File: src/rtl/id_operand_fetch_if.sv
// rtl/id_operand_fetch_if.sv - writeback, bypass, ID-source and ID/EX operand signals of id_operand_fetch
interface id_operand_fetch_if #(
  parameter int DATA_WIDTH          = 32,
  parameter int REG_FILE_ADDR_WIDTH = 5
);
  logic                           reg_w_en_in;
  logic [REG_FILE_ADDR_WIDTH-1:0] rd_addr_in;
  logic [DATA_WIDTH-1:0]          reg_data_in;

  logic                           id_valid;
  logic [REG_FILE_ADDR_WIDTH-1:0] rs1_addr;
  logic [REG_FILE_ADDR_WIDTH-1:0] rs2_addr;
  logic                           rs1_used;
  logic                           rs2_used;

  logic                           ex_reg_w_en;
  logic [REG_FILE_ADDR_WIDTH-1:0] ex_rd_addr;
  logic [DATA_WIDTH-1:0]          ex_reg_data;
  logic                           ex_is_load;

  logic                           me_reg_w_en;
  logic [REG_FILE_ADDR_WIDTH-1:0] me_rd_addr;
  logic [DATA_WIDTH-1:0]          me_reg_data;
  logic                           me_data_valid;

  logic                           hold_in;
  logic                           flush_in;

  logic                           stall_req;
  logic                           op_valid;
  logic [DATA_WIDTH-1:0]          rs1_data_out;
  logic [DATA_WIDTH-1:0]          rs2_data_out;

  modport master (
    output reg_w_en_in, rd_addr_in, reg_data_in,
    output id_valid, rs1_addr, rs2_addr, rs1_used, rs2_used,
    output ex_reg_w_en, ex_rd_addr, ex_reg_data, ex_is_load,
    output me_reg_w_en, me_rd_addr, me_reg_data, me_data_valid,
    output hold_in, flush_in,
    input  stall_req, op_valid, rs1_data_out, rs2_data_out
  );

  modport slave (
    input  reg_w_en_in, rd_addr_in, reg_data_in,
    input  id_valid, rs1_addr, rs2_addr, rs1_used, rs2_used,
    input  ex_reg_w_en, ex_rd_addr, ex_reg_data, ex_is_load,
    input  me_reg_w_en, me_rd_addr, me_reg_data, me_data_valid,
    input  hold_in, flush_in,
    output stall_req, op_valid, rs1_data_out, rs2_data_out
  );
endinterface

File: src/rtl/id_operand_fetch.sv
// rtl/id_operand_fetch.sv - register file, EX/ME/WB operand bypass, load-use stall and ID/EX operand register
module id_operand_fetch #(
  parameter int DATA_WIDTH          = 32,
  parameter int REG_FILE_ADDR_WIDTH = 5,
  parameter int NUM_REGS            = 2 ** REG_FILE_ADDR_WIDTH
) (
  input logic               clk,
  input logic               _rst,
  id_operand_fetch_if.slave bus
);
  typedef logic [REG_FILE_ADDR_WIDTH-1:0] addr_t;
  typedef logic [DATA_WIDTH-1:0]          data_t;

  data_t regs [NUM_REGS];

  logic  ex_w, me_w, wb_w, ex_load, me_final;
  addr_t ex_rd, me_rd, wb_rd;
  data_t ex_d, me_d, wb_d;

  assign ex_w     = bus.ex_reg_w_en;
  assign ex_rd    = bus.ex_rd_addr;
  assign ex_d     = bus.ex_reg_data;
  assign ex_load  = bus.ex_is_load;
  assign me_w     = bus.me_reg_w_en;
  assign me_rd    = bus.me_rd_addr;
  assign me_d     = bus.me_reg_data;
  assign me_final = bus.me_data_valid;
  assign wb_w     = bus.reg_w_en_in;
  assign wb_rd    = bus.rd_addr_in;
  assign wb_d     = bus.reg_data_in;

  // Youngest producer wins; WB write-through covers the same-cycle array write.
  function automatic data_t fwd_value(input addr_t a);
    data_t v;
    if (a == '0)                   v = '0;
    else if (ex_w && ex_rd == a)   v = ex_d;
    else if (me_w && me_rd == a)   v = me_d;
    else if (wb_w && wb_rd == a)   v = wb_d;
    else                           v = regs[a];
    return v;
  endfunction

  // A younger EX match hides the ME producer, so only EX load state matters then.
  function automatic logic hazard(input addr_t a, input logic used);
    logic ex_match, haz_ex, haz_me;
    ex_match = ex_w && (ex_rd == a);
    haz_ex   = used && (a != '0) && ex_match && ex_load;
    haz_me   = used && (a != '0) && me_w && !me_final && (me_rd == a) && !ex_match;
    return haz_ex || haz_me;
  endfunction

  data_t rs1_fwd, rs2_fwd;
  logic  stall;

  always_comb begin
    rs1_fwd = fwd_value(bus.rs1_addr);
    rs2_fwd = fwd_value(bus.rs2_addr);
    stall   = bus.id_valid &&
              (hazard(bus.rs1_addr, bus.rs1_used) || hazard(bus.rs2_addr, bus.rs2_used));
  end

  assign bus.stall_req = stall;

  always_ff @(posedge clk or negedge _rst) begin
    if (!_rst) begin
      regs <= '{default: '0};
    end else if (wb_w && wb_rd != '0) begin
      regs[wb_rd] <= wb_d;
    end
  end

  logic  op_valid_q;
  data_t rs1_q, rs2_q;

  always_ff @(posedge clk or negedge _rst) begin
    if (!_rst) begin
      op_valid_q <= 1'b0;
      rs1_q      <= '0;
      rs2_q      <= '0;
    end else if (bus.flush_in) begin
      op_valid_q <= 1'b0;
      rs1_q      <= '0;
      rs2_q      <= '0;
    end else if (bus.hold_in) begin
      op_valid_q <= op_valid_q;
    end else if (stall) begin
      op_valid_q <= 1'b0;
    end else begin
      op_valid_q <= bus.id_valid;
      rs1_q      <= rs1_fwd;
      rs2_q      <= rs2_fwd;
    end
  end

  assign bus.op_valid     = op_valid_q;
  assign bus.rs1_data_out = rs1_q;
  assign bus.rs2_data_out = rs2_q;
endmodule
File: src/flat_wrapper.sv
// flat-port wrapper written by rule: the top's interface ports become plain ports
module id_operand_fetch_flat 
#(
  parameter int DATA_WIDTH          = 32,
  parameter int REG_FILE_ADDR_WIDTH = 5,
  parameter int NUM_REGS            = 2 ** REG_FILE_ADDR_WIDTH
)
  (clk, _rst, bus_reg_w_en_in, bus_rd_addr_in, bus_reg_data_in, bus_id_valid, bus_rs1_addr, bus_rs2_addr, bus_rs1_used, bus_rs2_used, bus_ex_reg_w_en, bus_ex_rd_addr, bus_ex_reg_data, bus_ex_is_load, bus_me_reg_w_en, bus_me_rd_addr, bus_me_reg_data, bus_me_data_valid, bus_hold_in, bus_flush_in, bus_stall_req, bus_op_valid, bus_rs1_data_out, bus_rs2_data_out);
  id_operand_fetch_if #(.DATA_WIDTH(DATA_WIDTH), .REG_FILE_ADDR_WIDTH(REG_FILE_ADDR_WIDTH)) bus_i ();
  input logic clk;
  input logic _rst;
  input wire logic [$bits(bus_i.reg_w_en_in)-1:0] bus_reg_w_en_in;
  input wire logic [$bits(bus_i.rd_addr_in)-1:0] bus_rd_addr_in;
  input wire logic [$bits(bus_i.reg_data_in)-1:0] bus_reg_data_in;
  input wire logic [$bits(bus_i.id_valid)-1:0] bus_id_valid;
  input wire logic [$bits(bus_i.rs1_addr)-1:0] bus_rs1_addr;
  input wire logic [$bits(bus_i.rs2_addr)-1:0] bus_rs2_addr;
  input wire logic [$bits(bus_i.rs1_used)-1:0] bus_rs1_used;
  input wire logic [$bits(bus_i.rs2_used)-1:0] bus_rs2_used;
  input wire logic [$bits(bus_i.ex_reg_w_en)-1:0] bus_ex_reg_w_en;
  input wire logic [$bits(bus_i.ex_rd_addr)-1:0] bus_ex_rd_addr;
  input wire logic [$bits(bus_i.ex_reg_data)-1:0] bus_ex_reg_data;
  input wire logic [$bits(bus_i.ex_is_load)-1:0] bus_ex_is_load;
  input wire logic [$bits(bus_i.me_reg_w_en)-1:0] bus_me_reg_w_en;
  input wire logic [$bits(bus_i.me_rd_addr)-1:0] bus_me_rd_addr;
  input wire logic [$bits(bus_i.me_reg_data)-1:0] bus_me_reg_data;
  input wire logic [$bits(bus_i.me_data_valid)-1:0] bus_me_data_valid;
  input wire logic [$bits(bus_i.hold_in)-1:0] bus_hold_in;
  input wire logic [$bits(bus_i.flush_in)-1:0] bus_flush_in;
  output wire logic [$bits(bus_i.stall_req)-1:0] bus_stall_req;
  output wire logic [$bits(bus_i.op_valid)-1:0] bus_op_valid;
  output wire logic [$bits(bus_i.rs1_data_out)-1:0] bus_rs1_data_out;
  output wire logic [$bits(bus_i.rs2_data_out)-1:0] bus_rs2_data_out;
  assign bus_i.reg_w_en_in = bus_reg_w_en_in;
  assign bus_i.rd_addr_in = bus_rd_addr_in;
  assign bus_i.reg_data_in = bus_reg_data_in;
  assign bus_i.id_valid = bus_id_valid;
  assign bus_i.rs1_addr = bus_rs1_addr;
  assign bus_i.rs2_addr = bus_rs2_addr;
  assign bus_i.rs1_used = bus_rs1_used;
  assign bus_i.rs2_used = bus_rs2_used;
  assign bus_i.ex_reg_w_en = bus_ex_reg_w_en;
  assign bus_i.ex_rd_addr = bus_ex_rd_addr;
  assign bus_i.ex_reg_data = bus_ex_reg_data;
  assign bus_i.ex_is_load = bus_ex_is_load;
  assign bus_i.me_reg_w_en = bus_me_reg_w_en;
  assign bus_i.me_rd_addr = bus_me_rd_addr;
  assign bus_i.me_reg_data = bus_me_reg_data;
  assign bus_i.me_data_valid = bus_me_data_valid;
  assign bus_i.hold_in = bus_hold_in;
  assign bus_i.flush_in = bus_flush_in;
  assign bus_stall_req = bus_i.stall_req;
  assign bus_op_valid = bus_i.op_valid;
  assign bus_rs1_data_out = bus_i.rs1_data_out;
  assign bus_rs2_data_out = bus_i.rs2_data_out;
  id_operand_fetch #(.DATA_WIDTH(DATA_WIDTH), .REG_FILE_ADDR_WIDTH(REG_FILE_ADDR_WIDTH), .NUM_REGS(NUM_REGS)) u_core (.clk(clk), ._rst(_rst), .bus(bus_i));
endmodule
File: config.mk
export PLATFORM = sky130hd
export DESIGN_NAME = id_operand_fetch_flat
export DESIGN_NICKNAME = d
export VERILOG_FILES = /design/src/rtl/id_operand_fetch_if.sv /design/src/rtl/id_operand_fetch.sv /design/src/flat_wrapper.sv
export SDC_FILE = /design/constraint.sdc
export NUM_CORES = 2
export LEC_CHECK = 0
export CELL_PAD_IN_SITES_DETAIL_PLACEMENT = 1
export CELL_PAD_IN_SITES_GLOBAL_PLACEMENT = 1
export CORE_ASPECT_RATIO = 0.75
export CORE_MARGIN = 2
export CORE_UTILIZATION = 35
export DETAILED_ROUTE_END_ITERATION = 16
export PLACE_DENSITY_LB_ADDON = 0.05
export SLEW_MARGIN = 20
export SYNTH_ARGS = -nofsm -noshare
export SYNTH_HDL_FRONTEND = slang
export SYNTH_SLANG_ARGS = --single-unit
File: constraint.sdc
create_clock -name clk -period 2.2 [get_ports clk]
set_clock_uncertainty 0.15 [all_clocks]
set_input_delay 0.44 -clock clk [delete_from_list [all_inputs] [get_ports clk]]
set_output_delay 0.44 -clock clk [all_outputs]
set_load 0.05 [all_outputs]
# Yosys cells after proc, flatten, opt, wreduce, memory -nomap -nowiden
# Cells that the tools add are included.
[op_classes]
eq_ne = 8
n_reduce_logical = 35
mux = 26
magnitude_cmp = 4
n_bitwise = 3
[ops]
columns = ["operator", "n"]
rows = [
  ["1024-bit bitwise mux", 1],
  ["32-bit 2-to-1 mux", 19],
  ["32-bit binary-select mux with 5-bit select", 2],
  ["32-bit demux with 5-bit select", 1],
  ["5-bit == test", 6],
  ["1-bit logical AND", 23],
  ["6-bit greater-or-equal comparator (second input constant)", 3],
  ["5-bit inverter with 6-bit output", 3],
  ["5-bit nonzero test", 3],
  ["5-bit zero test", 2],
  ["6-bit by 1-bit < comparator with 1-bit output (second input constant)", 1],
  ["1-bit zero test", 3],
  ["1-bit logical OR", 3],
  ["1-bit 2-to-1 mux", 3],
  ["2-bit by 1-bit != test with 1-bit output (second input constant)", 1],
  ["2-bit != test (second input constant)", 1],
  ["2-bit AND reduction", 1],
]
[totals]
out_inout_bits = 66
reg_bits = 1089
inputBits = 133
elab_cells = 111

# Depth between registers and ports, before layout
[depth]
ltp_word = 12
depth_mapped = 12

# Worst setup path after synthesis
# Ideal clock, no wire load.
[synth_path]
path_type = "input to output"
from = "input port bus_rs1_addr[3]"
to = "output port bus_stall_req"
setup_slack_ns = -0.810
cell_stages = 7
arrival_time_ns = 2.420
required_ns = 1.610
path_cell_list = "buf_2 xor2_1 nor4_1 and3_1 clkbuf_1 mux2_2 o22ai_1"
[synth_between]
elab_chain_cells = 9
[synth_rtl]
columns = ["element", "line", "text"]
rows = [
  ["from (decl)", "flat_wrapper.sv:16", "input wire logic [$bits(bus_i.rs1_addr)-1:0] bus_rs1_addr;"],
  ["5-bit nonzero test", "id_operand_fetch.sv:47, id_operand_fetch.sv:48", ""],
  ["1-bit logical AND", "id_operand_fetch.sv:47, id_operand_fetch.sv:48", ""],
  ["1-bit logical AND (4 in series)", "id_operand_fetch.sv:48", "haz_me = used && (a != '0) && me_w && !me_final && (me_rd == a) && !ex_match;"],
  ["1-bit logical OR *", "id_operand_fetch.sv:49", "return haz_ex || haz_me;"],
  ["1-bit logical OR *", "id_operand_fetch.sv:59", "(hazard(bus.rs1_addr, bus.rs1_used) || hazard(bus.rs2_addr, bus.rs2_used));"],
  ["1-bit logical AND *", "id_operand_fetch.sv:58", "stall = bus.id_valid &&"],
  ["to (decl)", "flat_wrapper.sv:30", "output wire logic [$bits(bus_i.stall_req)-1:0] bus_stall_req;"],
]
# Mark *: on every way between the ends. The rest lies on a longest branch, timed or not.

# Worst setup path after layout
[layout_path]
from = "input port bus_me_rd_addr[0]"
to = "output port bus_stall_req"
[layout_between]
elab_chain_cells = 6
[layout_rtl]
columns = ["element", "line", "text"]
rows = [
  ["from (decl)", "flat_wrapper.sv:25", "input wire logic [$bits(bus_i.me_rd_addr)-1:0] bus_me_rd_addr;"],
  ["5-bit == test", "id_operand_fetch.sv:48", ""],
  ["1-bit logical AND (2 in series)", "id_operand_fetch.sv:48", ""],
  ["1-bit logical OR", "id_operand_fetch.sv:49", ""],
  ["1-bit logical OR *", "id_operand_fetch.sv:59", ""],
  ["1-bit logical AND *", "id_operand_fetch.sv:58", ""],
]
# Marked as above.

==> flow_metrics.env <==
export IMPL_status="finished, violations left"
export IMPL_violations="setup timing"
export IMPL_ff2ff_path_depth=7
export IMPL_required_ps=1610
export IMPL_core_area_um2=165600
export IMPL_io_pins=199
export IMPL_p_total_w=0.06493
export IMPL_rrSetupSlack_ps=-140
export IMPL_async_flop_share=1.000
export IMPL_synthTopCellsByCount="dfrtp_1 (1089), mux2_2 (1000), mux4_2 (424)"
export IMPL_drt_initial_drc_count=3158
export IMPL_num_rows=129
export IMPL_max_cap_violations=0
export IMPL_path_class="in -> out"
export IMPL_cpLargestDelayFamily="buffers and inverters"
export IMPL_grt_max_degree=74
export IMPL_grt_usage=0.2890
export IMPL_min_from="bus_flush_in"
export IMPL_path_buf_inv=3
export IMPL_powerDensity_nw_per_um2=849.3
export IMPL_grt_met1_usage=0.4231
export IMPL_cts_buffers=130
export IMPL_drc=0
export IMPL_p_leak_nw=33.22
export IMPL_final_core_util=0.4617
export IMPL_synth_edf_count=0
export IMPL_cts_sinks=1089
export IMPL_cp_cell_sequence="dlygate4sd2_1 > xor2_1 > nor2_2 > nand3_1 > mux2_4 > o22ai_2 > buf_6 > buf_12"
export IMPL_rsz0062_at_grt="yes"
export IMPL_synth_most_common_cell="dfrtp_1"
export IMPL_gp_congestion=0.8458
export IMPL_slew_headroom=0.2967
export IMPL_synth_flop_cell="dfrtp_1"
export IMPL_instances_no_fill=7116
export IMPL_wl_per_cell_um=34.82
export IMPL_grt_pass1_vias=44380
export IMPL_viasPerCell=5.967
export IMPL_crit_slowest_cell="dlygate4sd2_1"
export IMPL_cp_max_fo=3
export IMPL_crit_path_start_kind="input port"
export IMPL_drive_above_1_share=0.5549
export IMPL_r2r_start="u_core.regs[378]"
export IMPL_placedCellCount=6820
export IMPL_vdd_drop_max_uv=754.3
export IMPL_grt_busiest_layer="met2"
export IMPL_die_area_um2=170600
export IMPL_postRouteAntennaNets=0
export IMPL_grt_met3_usage=0.04412
export IMPL_clock_fmax_mhz=370.0
export IMPL_cpPeakStageDelay_ps=350
export IMPL_yosys_top_cells_area="dfrtp_1 (47%), mux2_2 (19%), mux4_2 (16%)"
export IMPL_fillers=16240
export IMPL_path_clk_slew_ps=60
export IMPL_arrival_ps=2110
export IMPL_drt_total_wl_um=247800
export IMPL_ys_seq_area_frac=0.4653
export IMPL_period_share=1.228
export IMPL_cp_end_kind="primary output"
export IMPL_area_growth_pct=30.55
export IMPL_antenna_found_initial=9
export IMPL_use_met2=0.4431
export IMPL_cts_tree="done"
export IMPL_clock_latency_ps=780
export IMPL_first_pass_iters=5
export IMPL_die_height_um=358.2
export IMPL_syn_inst=4129
export IMPL_cts_root_buf="clkbuf_16"
export IMPL_grt_pass1_wl_um=352300
export IMPL_ys_ff_latch=1089
export IMPL_postSynthAreaPerCell_um2=14.18
export IMPL_rr_endpoint="u_core.bus.rs1_data_out[26]"
export IMPL_synthDistinctLibCells=51
export IMPL_holdPathEnd="u_core.bus.op_valid"
export IMPL_hold_viol_final=0
export IMPL_period_needed_ps=2703
export IMPL_dpl_hpwl_um=168800
export IMPL_yosys_area_top_type="dfrtp_1"
export IMPL_yosysWarnings=0
export IMPL_syn_area_um2=58560
export IMPL_start_util=0.3536
export IMPL_cts_path_max_buffers=3
export IMPL_grt_overflow=0
export IMPL_via_count=42460
export IMPL_synth_nets=4262
export IMPL_fin_ws_ps=-502.6
export IMPL_nets=4918
export IMPL_min_path_cells=3
export IMPL_yosysTopAreaCellShare=0.4653
export IMPL_worst_pin_slew_ps=1055
export IMPL_io_buffers=198
export IMPL_hold_path_class="in -> reg"
export IMPL_setup_viol=65
export IMPL_slew_viol_final=0
export IMPL_htree_levels=4
export IMPL_die_w_um=476.3
==> where the power goes <==
group	leakage, nW	switching, W	total [W]	internal (W)
Sequential	14.0	0.00275	0.0265	0.0237
Clock	2.19	0.00930	0.0227	0.0134
Combinational	17.0	0.00689	0.0157	0.00883
Total	33.2	0.0189	0.0649	0.0460
==> state kept, by name, indices dropped and copies added (netlist names) <==
name and cells:
u_core.regs 1024, u_core.bus.rs1_data_out 32, u_core.bus.rs2_data_out 32, u_core.bus.op_valid 1
==> cell type report <==
cell class                      count  area [um2]  share of cell area
Tap cell                         2227        2786             0.03645
Inverter                            5       28.78           0.0003764
Clock inverter                     45       585.6            0.007659
Multi-Input combinational cell   2562       30770              0.4025
Clock buffer                      189        3832             0.05013
Timing Repair Buffer              997       11190              0.1463
Antenna cell                        2       5.005          0.00006546
Sequential cell                  1089       27250              0.3565
==> layout by cell type, fill, tap and decap left out, types with 12 or more instances in the layout <==
master / count
a21oi_1: 33
a221oi_1: 126
a221oi_2: 18
a22oi_1: 69
a22oi_2: 31
a32o_1: 29
buf_12: 228
buf_16: 15
buf_4: 563
buf_6: 38
clkbuf_1: 30
clkbuf_16: 138
clkbuf_8: 23
clkdlybuf4s15_2: 14
clkdlybuf4s50_1: 105
clkinv_2: 25
dfrtp_1: 1087
mux2_2: 992
mux2i_1: 288
mux4_2: 424
nand2_1: 72
nand3b_1: 27
nor2_1: 82
nor2_4: 17
o21ai_0: 54
o21ai_1: 12
o21ai_2: 18
o21ai_4: 16
o221ai_2: 25
o22a_1: 22
o22ai_1: 31
o2bb2ai_1: 22
xor2_1: 18
==> logic make-up after synthesis <==
logic type,count (synthesis),share of synthesized area
compound gates,546,0.06999
xor+xnor,30,0.004487
buf+inv,478,0.03331
flops,1089,0.4653
mux,1713,0.4048
simple gates,273,0.02203
==> worst register-to-register path: cells and delay by family, from the launching register on <==
kind	cells	cell delay (ps)
DFF	1	400
AOI/OAI and AO/OA	5	1000
buffers and inverters	1	180
muxes	1	470
==> how the worst max path moves through the flow <==
| stage | start | cells past startpoint | end | slack [ps] |
|---|---|---|---|---|
| after detailed placement | bus_rs2_addr[1] | 11 | u_core.bus.rs2_data_out[2] | -1390 |
| after floorplan | bus_rs2_addr[2] | 10 | u_core.bus.rs2_data_out[11] | -520 |
| after global placement | bus_rs1_addr[0] | 12 | u_core.bus.rs1_data_out[31] | -1600 |
| after global routing | bus_ex_rd_addr[2] | 9 | bus_stall_req | -490 |
| final | bus_me_rd_addr[0] | 8 | bus_stall_req | -500 |
| after CTS | bus_rs1_addr[2] | 8 | bus_stall_req | -560 |
==> what timing repair did <==
action,4_1_cts,5_1_grt
cloned,9,2
buffers inserted,28,31
endpoints found under the hold margin,659,0
endpoints found under the setup margin,155,138
hold buffers,2,0
pin swaps,64,20
gates resized for setup,338,98
==> metrics by stage <==
stage	hold WS (ps)	setup TNS (ps)	setup WS, ps	area [um2]
floorplan	-5.591	-28290	-515.4	58970
global placement	228.3	-703160	-1599	70020
detailed placement	236.0	-700440	-1390	70040
CTS	17.07	-6786	-563.7	75730
global route	69.67	-13340	-489.9	76450
finish	67.70	-14450	-502.6	76450
==> layer usage <==
layer / part of all wire / up-vias
met5: 0.000077 / -
met4: 0.029 / 4
met3: 0.050 / 350
met2: 0.45 / 1207
met1: 0.47 / 23470
li1: - / 17430
Note: power is estimated with default switching activity, not from simulation.
